==> src/rtl/key_lock_pkg.sv <==
// Shared types and width helpers for the multi-word key lock.
package key_lock_pkg;

    typedef enum logic [1:0] {
        COLLECT = 2'd0,
        GRANT   = 2'd1,
        LOCKOUT = 2'd2
    } state_t;

    function automatic int fail_count_width(input int max_fail);
        return $clog2(max_fail + 1);
    endfunction

    // A single-word key still needs a one-bit index register.
    function automatic int index_width(input int words);
        return (words > 1) ? $clog2(words) : 1;
    endfunction

endpackage

==> src/rtl/key_lock_timer.sv <==
// Loadable down-counter that times the lockout.
// done is high in the last counted cycle, while the count is 1.
module key_lock_timer #(
    parameter int LOCK_CYCLES = 16
) (
    input  logic clk,
    input  logic rst,
    input  logic load,
    output logic done
);

    localparam int CW = $clog2(LOCK_CYCLES + 1);

    logic [CW-1:0] count;

    always_ff @(posedge clk) begin
        if (rst) begin
            count <= '0;
        end else if (load) begin
            count <= CW'(LOCK_CYCLES);
        end else if (count != '0) begin
            count <= count - CW'(1);
        end
    end

    assign done = (count == CW'(1));

endmodule

==> src/rtl/key_lock_fsm.sv <==
// Serial multi-word key gate: grants SECRET on a full key match.
// Consecutive failed attempts lead to a timed lockout.
module key_lock_fsm
    import key_lock_pkg::*;
#(
    parameter int                          WIDTH       = 32,
    parameter int                          KEY_WORDS   = 2,
    parameter logic [WIDTH*KEY_WORDS-1:0]  KEY_VALUE   = 64'h4C6F7452_21434146,
    parameter logic [WIDTH-1:0]            SECRET      = 32'h00464C45,
    parameter int                          MAX_FAIL    = 3,
    parameter int                          LOCK_CYCLES = 16
) (
    input  logic                                 clk,
    input  logic                                 rst,
    input  logic                                 key_valid,
    output logic                                 key_ready,
    input  logic [WIDTH-1:0]                     key,
    input  logic                                 clear,
    output logic [WIDTH-1:0]                     data,
    output logic                                 data_valid,
    output logic                                 locked,
    output logic [fail_count_width(MAX_FAIL)-1:0] fail_count
);

    localparam int FW = fail_count_width(MAX_FAIL);
    localparam int IW = index_width(KEY_WORDS);

    state_t          state;
    logic [IW-1:0]   idx;
    logic            mismatch;

    logic [WIDTH-1:0] expected_word;
    logic             transfer;
    logic             last_word;
    logic             mismatch_next;
    logic [FW-1:0]    fail_inc;
    logic             trip;
    logic             timer_done;

    assign key_ready = (state == COLLECT);

    // Word 0 is the most significant slice of KEY_VALUE.
    always_comb begin
        expected_word = KEY_VALUE[WIDTH*(KEY_WORDS-1-int'(idx)) +: WIDTH];
        transfer      = key_valid && key_ready && !clear;
        last_word     = (idx == IW'(KEY_WORDS-1));
        mismatch_next = mismatch | (key != expected_word);
        fail_inc      = fail_count + FW'(1);
        trip          = transfer && last_word && mismatch_next && (fail_inc == FW'(MAX_FAIL));
    end

    key_lock_timer #(
        .LOCK_CYCLES(LOCK_CYCLES)
    ) u_timer (
        .clk  (clk),
        .rst  (rst),
        .load (trip),
        .done (timer_done)
    );

    always_ff @(posedge clk) begin
        if (rst) begin
            state      <= COLLECT;
            idx        <= '0;
            mismatch   <= 1'b0;
            data       <= '0;
            data_valid <= 1'b0;
            locked     <= 1'b0;
            fail_count <= '0;
        end else begin
            case (state)
                COLLECT: begin
                    if (clear) begin
                        idx      <= '0;
                        mismatch <= 1'b0;
                    end else if (transfer) begin
                        if (last_word) begin
                            idx      <= '0;
                            mismatch <= 1'b0;
                            if (!mismatch_next) begin
                                state      <= GRANT;
                                data       <= SECRET;
                                data_valid <= 1'b1;
                                fail_count <= '0;
                            end else begin
                                fail_count <= fail_inc;
                                if (trip) begin
                                    state  <= LOCKOUT;
                                    locked <= 1'b1;
                                end
                            end
                        end else begin
                            idx      <= idx + IW'(1);
                            mismatch <= mismatch_next;
                        end
                    end
                end
                GRANT: begin
                    if (clear) begin
                        state      <= COLLECT;
                        data       <= '0;
                        data_valid <= 1'b0;
                        idx        <= '0;
                    end
                end
                LOCKOUT: begin
                    // clear has no effect here; only the timer ends lockout.
                    if (timer_done) begin
                        state      <= COLLECT;
                        locked     <= 1'b0;
                        fail_count <= '0;
                    end
                end
                default: begin
                    state <= COLLECT;
                end
            endcase
        end
    end

endmodule

==> config.mk <==
export PLATFORM = sky130hd
export DESIGN_NAME = key_lock_fsm
export DESIGN_NICKNAME = d
export VERILOG_FILES = /design/src/rtl/key_lock_pkg.sv /design/src/rtl/key_lock_timer.sv /design/src/rtl/key_lock_fsm.sv
export SDC_FILE = /design/constraint.sdc
export NUM_CORES = 1
export LEC_CHECK = 0
export CORE_MARGIN = 2
export CORE_UTILIZATION = 39
export CTS_BUF_LIST = sky130_fd_sc_hd__clkbuf_8
export DETAILED_ROUTE_END_ITERATION = 8
export PLACE_DENSITY = 0.82
export SYNTH_ARGS = -nofsm -noshare
export SYNTH_HDL_FRONTEND = slang
export SYNTH_HIERARCHICAL = 1
export SYNTH_SLANG_ARGS = --single-unit
==> constraint.sdc <==
create_clock -name clk -period 1.7 [get_ports clk]
set_input_delay 0.34 -clock clk [delete_from_list [all_inputs] [get_ports clk]]
set_output_delay 0.34 -clock clk [all_outputs]
set_load 0.02 [all_outputs]
==> run_results.csv <==
group,metric,value,unit
detailed_routing,detailroute.via_count,1255,
sta,rsz0062_at_grt,"true",
logic_synthesis,synth_async_sr_flop_share,0,%
sta,post-route-period-util,102,%
clock_tree,worstSkewPairLatency,0.25,ns
die,die-width,59.7,um
final_layout,num_antenna_cells,0,
placed_design,portbufs,49,
setup_path,path_max_fanout,3,
logic_synthesis,synth_edf_count,0,
final_layout,final_cell_mix,"sky130_fd_sc_hd__conb_1 (23), sky130_fd_sc_hd__buf_4 (21), sky130_fd_sc_hd__dlygate4sd2_1 (17), sky130_fd_sc_hd__dlymetal6s2s_1 (17), sky130_fd_sc_hd__clkdlybuf4s50_1 (15)",
global_routing,maximum_number_of_pins_on_one_net_before_global_route_repair,12,
flow_run,timing.max_cap.violations,0,
final_layout,finalNonFillerCells,240,
detailed_routing,dr.first_iter.drc_count,30,
worst_hold_path,hold_path.class,"reg -> reg",
die,starting_density_of_the_core,40.3,%
global_routing,grt_overflow,0,
placed_design,gp_congestion,0.889,
sta,worst_slew_margin_rel,67.1,%
sta,final-setup-viol-count,4,
sta,finalHoldViolations,0,
global_routing,grt_use_met2,30.4,%
detailed_routing,drc,0,
global_routing,use_met1,21.3,%
final_layout,fraction_of_final_layout_cells_with_drive_strength_greater_than_1,24.6,%
die,floorplan.rows,20,
status,failed_checks,"negative setup slack",
clock_tree,cts.reportedPaths.clkPinSlew,0.06,ns
final_layout,layout_commonest_cell,"sky130_fd_sc_hd__conb_1",
logic_synthesis,synthDistinctLibCells,46,
sta,worst-slew-pin-transition,0.487,ns
logic_synthesis,synth.yosys.warnings,6,
setup_path,ff2ff_path_depth,5,
logic_synthesis,synth_cells,144,
detailed_routing,detail_route.wirelength,3.39,mm
placed_design,dp.cells,234,
die,fp.dieArea,3570,sq um
logic_synthesis,post_synth_instance_area,1210,sq um
setup_path,worstSetupEndpointType,"register",
setup_path,worst-setup-path-type,"in -> reg",
logic_synthesis,number_of_storage_elements_in_the_synthesis_netlist,13,
power_and_ir_drop,vdd_drop_max,0.000324,V
global_routing,grt_first_pass_wirelength,4.77,mm
global_routing,grtUsageMet3,2.38,%
logic_synthesis,ys_seq_area_share,21.5,%
detailed_routing,first_pass_iters,4,
clock_tree,cts_num_sinks,13,
die,core_ar,3000,sq um
clock_tree,depth_of_the_cts_h_tree,1,
clock_tree,clock_tree_from_tritoncts,"done",
final_layout,syn2layout_area_growth,61.7,%
final_layout,num-fill-cells,243,
setup_path,critPathRequiredTime,1.82,ns
die,ports_placed_on_the_boundary,73,
global_routing,grtUsageTotal,17.8,%
sta,worst_slack,-0.0336,ns
worst_hold_path,hold_path_depth,2,
setup_path,cp-start-kind,"input pin",
logic_synthesis,synth.avg_cell_area,8.41,sq um
sta,final-max-slew-violation-count,0,
clock_tree,cell_at_the_root_of_the_clock_tree,"sky130_fd_sc_hd__clkbuf_8",
setup_path,crit_arrival,1.86,ns
sta,finClkSkew,0.00685,ns
power_and_ir_drop,p_leak,0.968,nW
clock_tree,clk_path_buf_depth,2,
status,run_status,"finished, violations left",
final_layout,multi_input_area,922,sq um
placed_design,detailedPlacementHpwl,2.36,mm
final_layout,area.sequential,262,sq um
sta,maxClockFrequency,577,MHz
die,die-height,59.7,um
power_and_ir_drop,powerDensity,697,nW/um^2
detailed_routing,number_of_routed_nets_with_antenna_violations,0,
final_layout,num-nets-final,247,
global_routing,vias_in_the_first_global_route,1103,
global_routing,top_usage_layer,"met2",
detailed_routing,wl_per_cell,14.1,um
detailed_routing,viasPerCell,5.23,
sta,period_minus_slack,1.73,ns
sta,timing.setup.tns,-0.0942,ns
global_routing,antenna_found_initial,0,
logic_synthesis,dominantRegCellSynth,"sky130_fd_sc_hd__dfxtp_1",
clock_tree,tritoncts.num_buffers,3,
[per-stage QoR]
step           cell area, sq um  power, mW  worst slack [ns]  utilization, %  hold WS, ns
6_report                   1960       1.37           -0.0336            65.2        0.501
5_1_grt                    1960       1.45           -0.0615            65.2        0.542
4_1_cts                    1820       1.30           0.00737            60.5        0.505
3_5_place_dp               1720       1.02            -0.400            57.4        0.497
3_3_place_gp               1720      0.995            -0.342            57.4        0.495
2_1_floorplan              1290      0.846            0.0890               -        0.409
[worst max-delay path, cell delays in order]
cell	delay, ns
sky130_fd_sc_hd__clkdlybuf4s50_1	0.54
sky130_fd_sc_hd__and3b_2	0.23
sky130_fd_sc_hd__a22oi_2	0.09
sky130_fd_sc_hd__buf_4	0.17
sky130_fd_sc_hd__nor4_1	0.34
sky130_fd_sc_hd__a211oi_1	0.14
[power by group]
| part | leakage [nW] | internal (mW) | switching [mW] |
|---|---|---|---|
| clock | 0.0269 | 0.160 | 0.118 |
| sequential | 0.107 | 0.366 | 0.0667 |
| combinational | 0.834 | 0.334 | 0.321 |
| total | 0.968 | 0.859 | 0.506 |
[cells by family after synthesis]
logic type | synth area share, %
adders and majority gates | 3.10
DFF | 21.5
muxes | 0.826
and+or+nand+nor | 35.9
AOI/OAI and AO/OA | 14.4
xor gates and xnor gates | 2.17
buffers and inverters | 21.8
other | 0.310
[cells in the mapped netlist (2+ instances only)]
library cell | instances | area, sq um
sky130_fd_sc_hd__nor2b_1 | 3 | 18.8
sky130_fd_sc_hd__nor4b_2 | 2 | 30.0
sky130_fd_sc_hd__a31oi_1 | 2 | 12.5
sky130_fd_sc_hd__nor3_1 | 5 | 25.0
sky130_fd_sc_hd__nand2_1 | 3 | 11.3
sky130_fd_sc_hd__a22oi_1 | 3 | 22.5
sky130_fd_sc_hd__or3_1 | 2 | 12.5
sky130_fd_sc_hd__and4bb_1 | 2 | 25.0
sky130_fd_sc_hd__xnor2_1 | 3 | 26.3
sky130_fd_sc_hd__nor2_1 | 11 | 41.3
sky130_fd_sc_hd__buf_4 | 32 | 240
sky130_fd_sc_hd__and4b_1 | 2 | 20.0
sky130_fd_sc_hd__nor3b_1 | 4 | 30.0
sky130_fd_sc_hd__inv_1 | 5 | 18.8
sky130_fd_sc_hd__and3b_1 | 2 | 17.5
sky130_fd_sc_hd__a21oi_1 | 7 | 35.0
sky130_fd_sc_hd__nand3b_1 | 2 | 15.0
sky130_fd_sc_hd__and2_1 | 2 | 12.5
sky130_fd_sc_hd__nor4b_1 | 4 | 35.0
sky130_fd_sc_hd__dfxtp_1 | 13 | 260
sky130_fd_sc_hd__nor4_1 | 4 | 25.0
sky130_fd_sc_hd__o21ai_0 | 3 | 15.0
sky130_fd_sc_hd__ha_1 | 3 | 37.5
sky130_fd_sc_hd__a211oi_1 | 2 | 15.0
sky130_fd_sc_hd__nand3_1 | 2 | 10.0
[final timing paths]
check	start	to	slack, ns
setup / recovery	key[8]	mismatch$_SDFFE_PP0P_	-0.03
hold / removal	fail_count[1]$_SDFFE_PP0P_	fail_count[1]$_SDFFE_PP0P_	0.50
setup reg to reg	u_timer/count[0]$_SDFFE_PP0P_	fail_count[0]$_SDFFE_PP0P_	0.07
hold reg to reg	fail_count[1]$_SDFFE_PP0P_	fail_count[1]$_SDFFE_PP0P_	0.50
[per-layer routing]
| metal | vias to the layer above | wire length (um) |
|---|---|---|
| met3 | 5 | 207 |
| met5 | - | 0 |
| met1 | 589 | 1340 |
| li1 | 600 | - |
| met2 | 61 | 1780 |
| met4 | 0 | 70 |
[layout make-up]
| cell class | instances | area share (%) |
|---|---|---|
| clock buffers | 3 | 2.11 |
| repair buffers | 70 | 34.2 |
| clock inverters | 1 | 0.192 |
| multi-input cells | 115 | 47.1 |
| flip-flops and latches | 13 | 13.4 |
| inverters | 5 | 0.958 |
| well taps | 33 | 2.11 |
[state kept, by name (all words and copies together), names as in the netlist]
register,count
data,1
fail_count,2
idx,1
locked,1
mismatch,1
state,2
u_timer/count,5
[what timing repair did]
action / in CTS / in global routing
endpoints found under the hold margin: 0 / 0
resized for setup: 26 / 35
setup buffers: 2 / 0
endpoints found under the setup margin: 19 / 11
hold buffers: 0 / 0
pin swaps: 8 / 14
No activity file was read; power rests on OpenSTA's default activity.
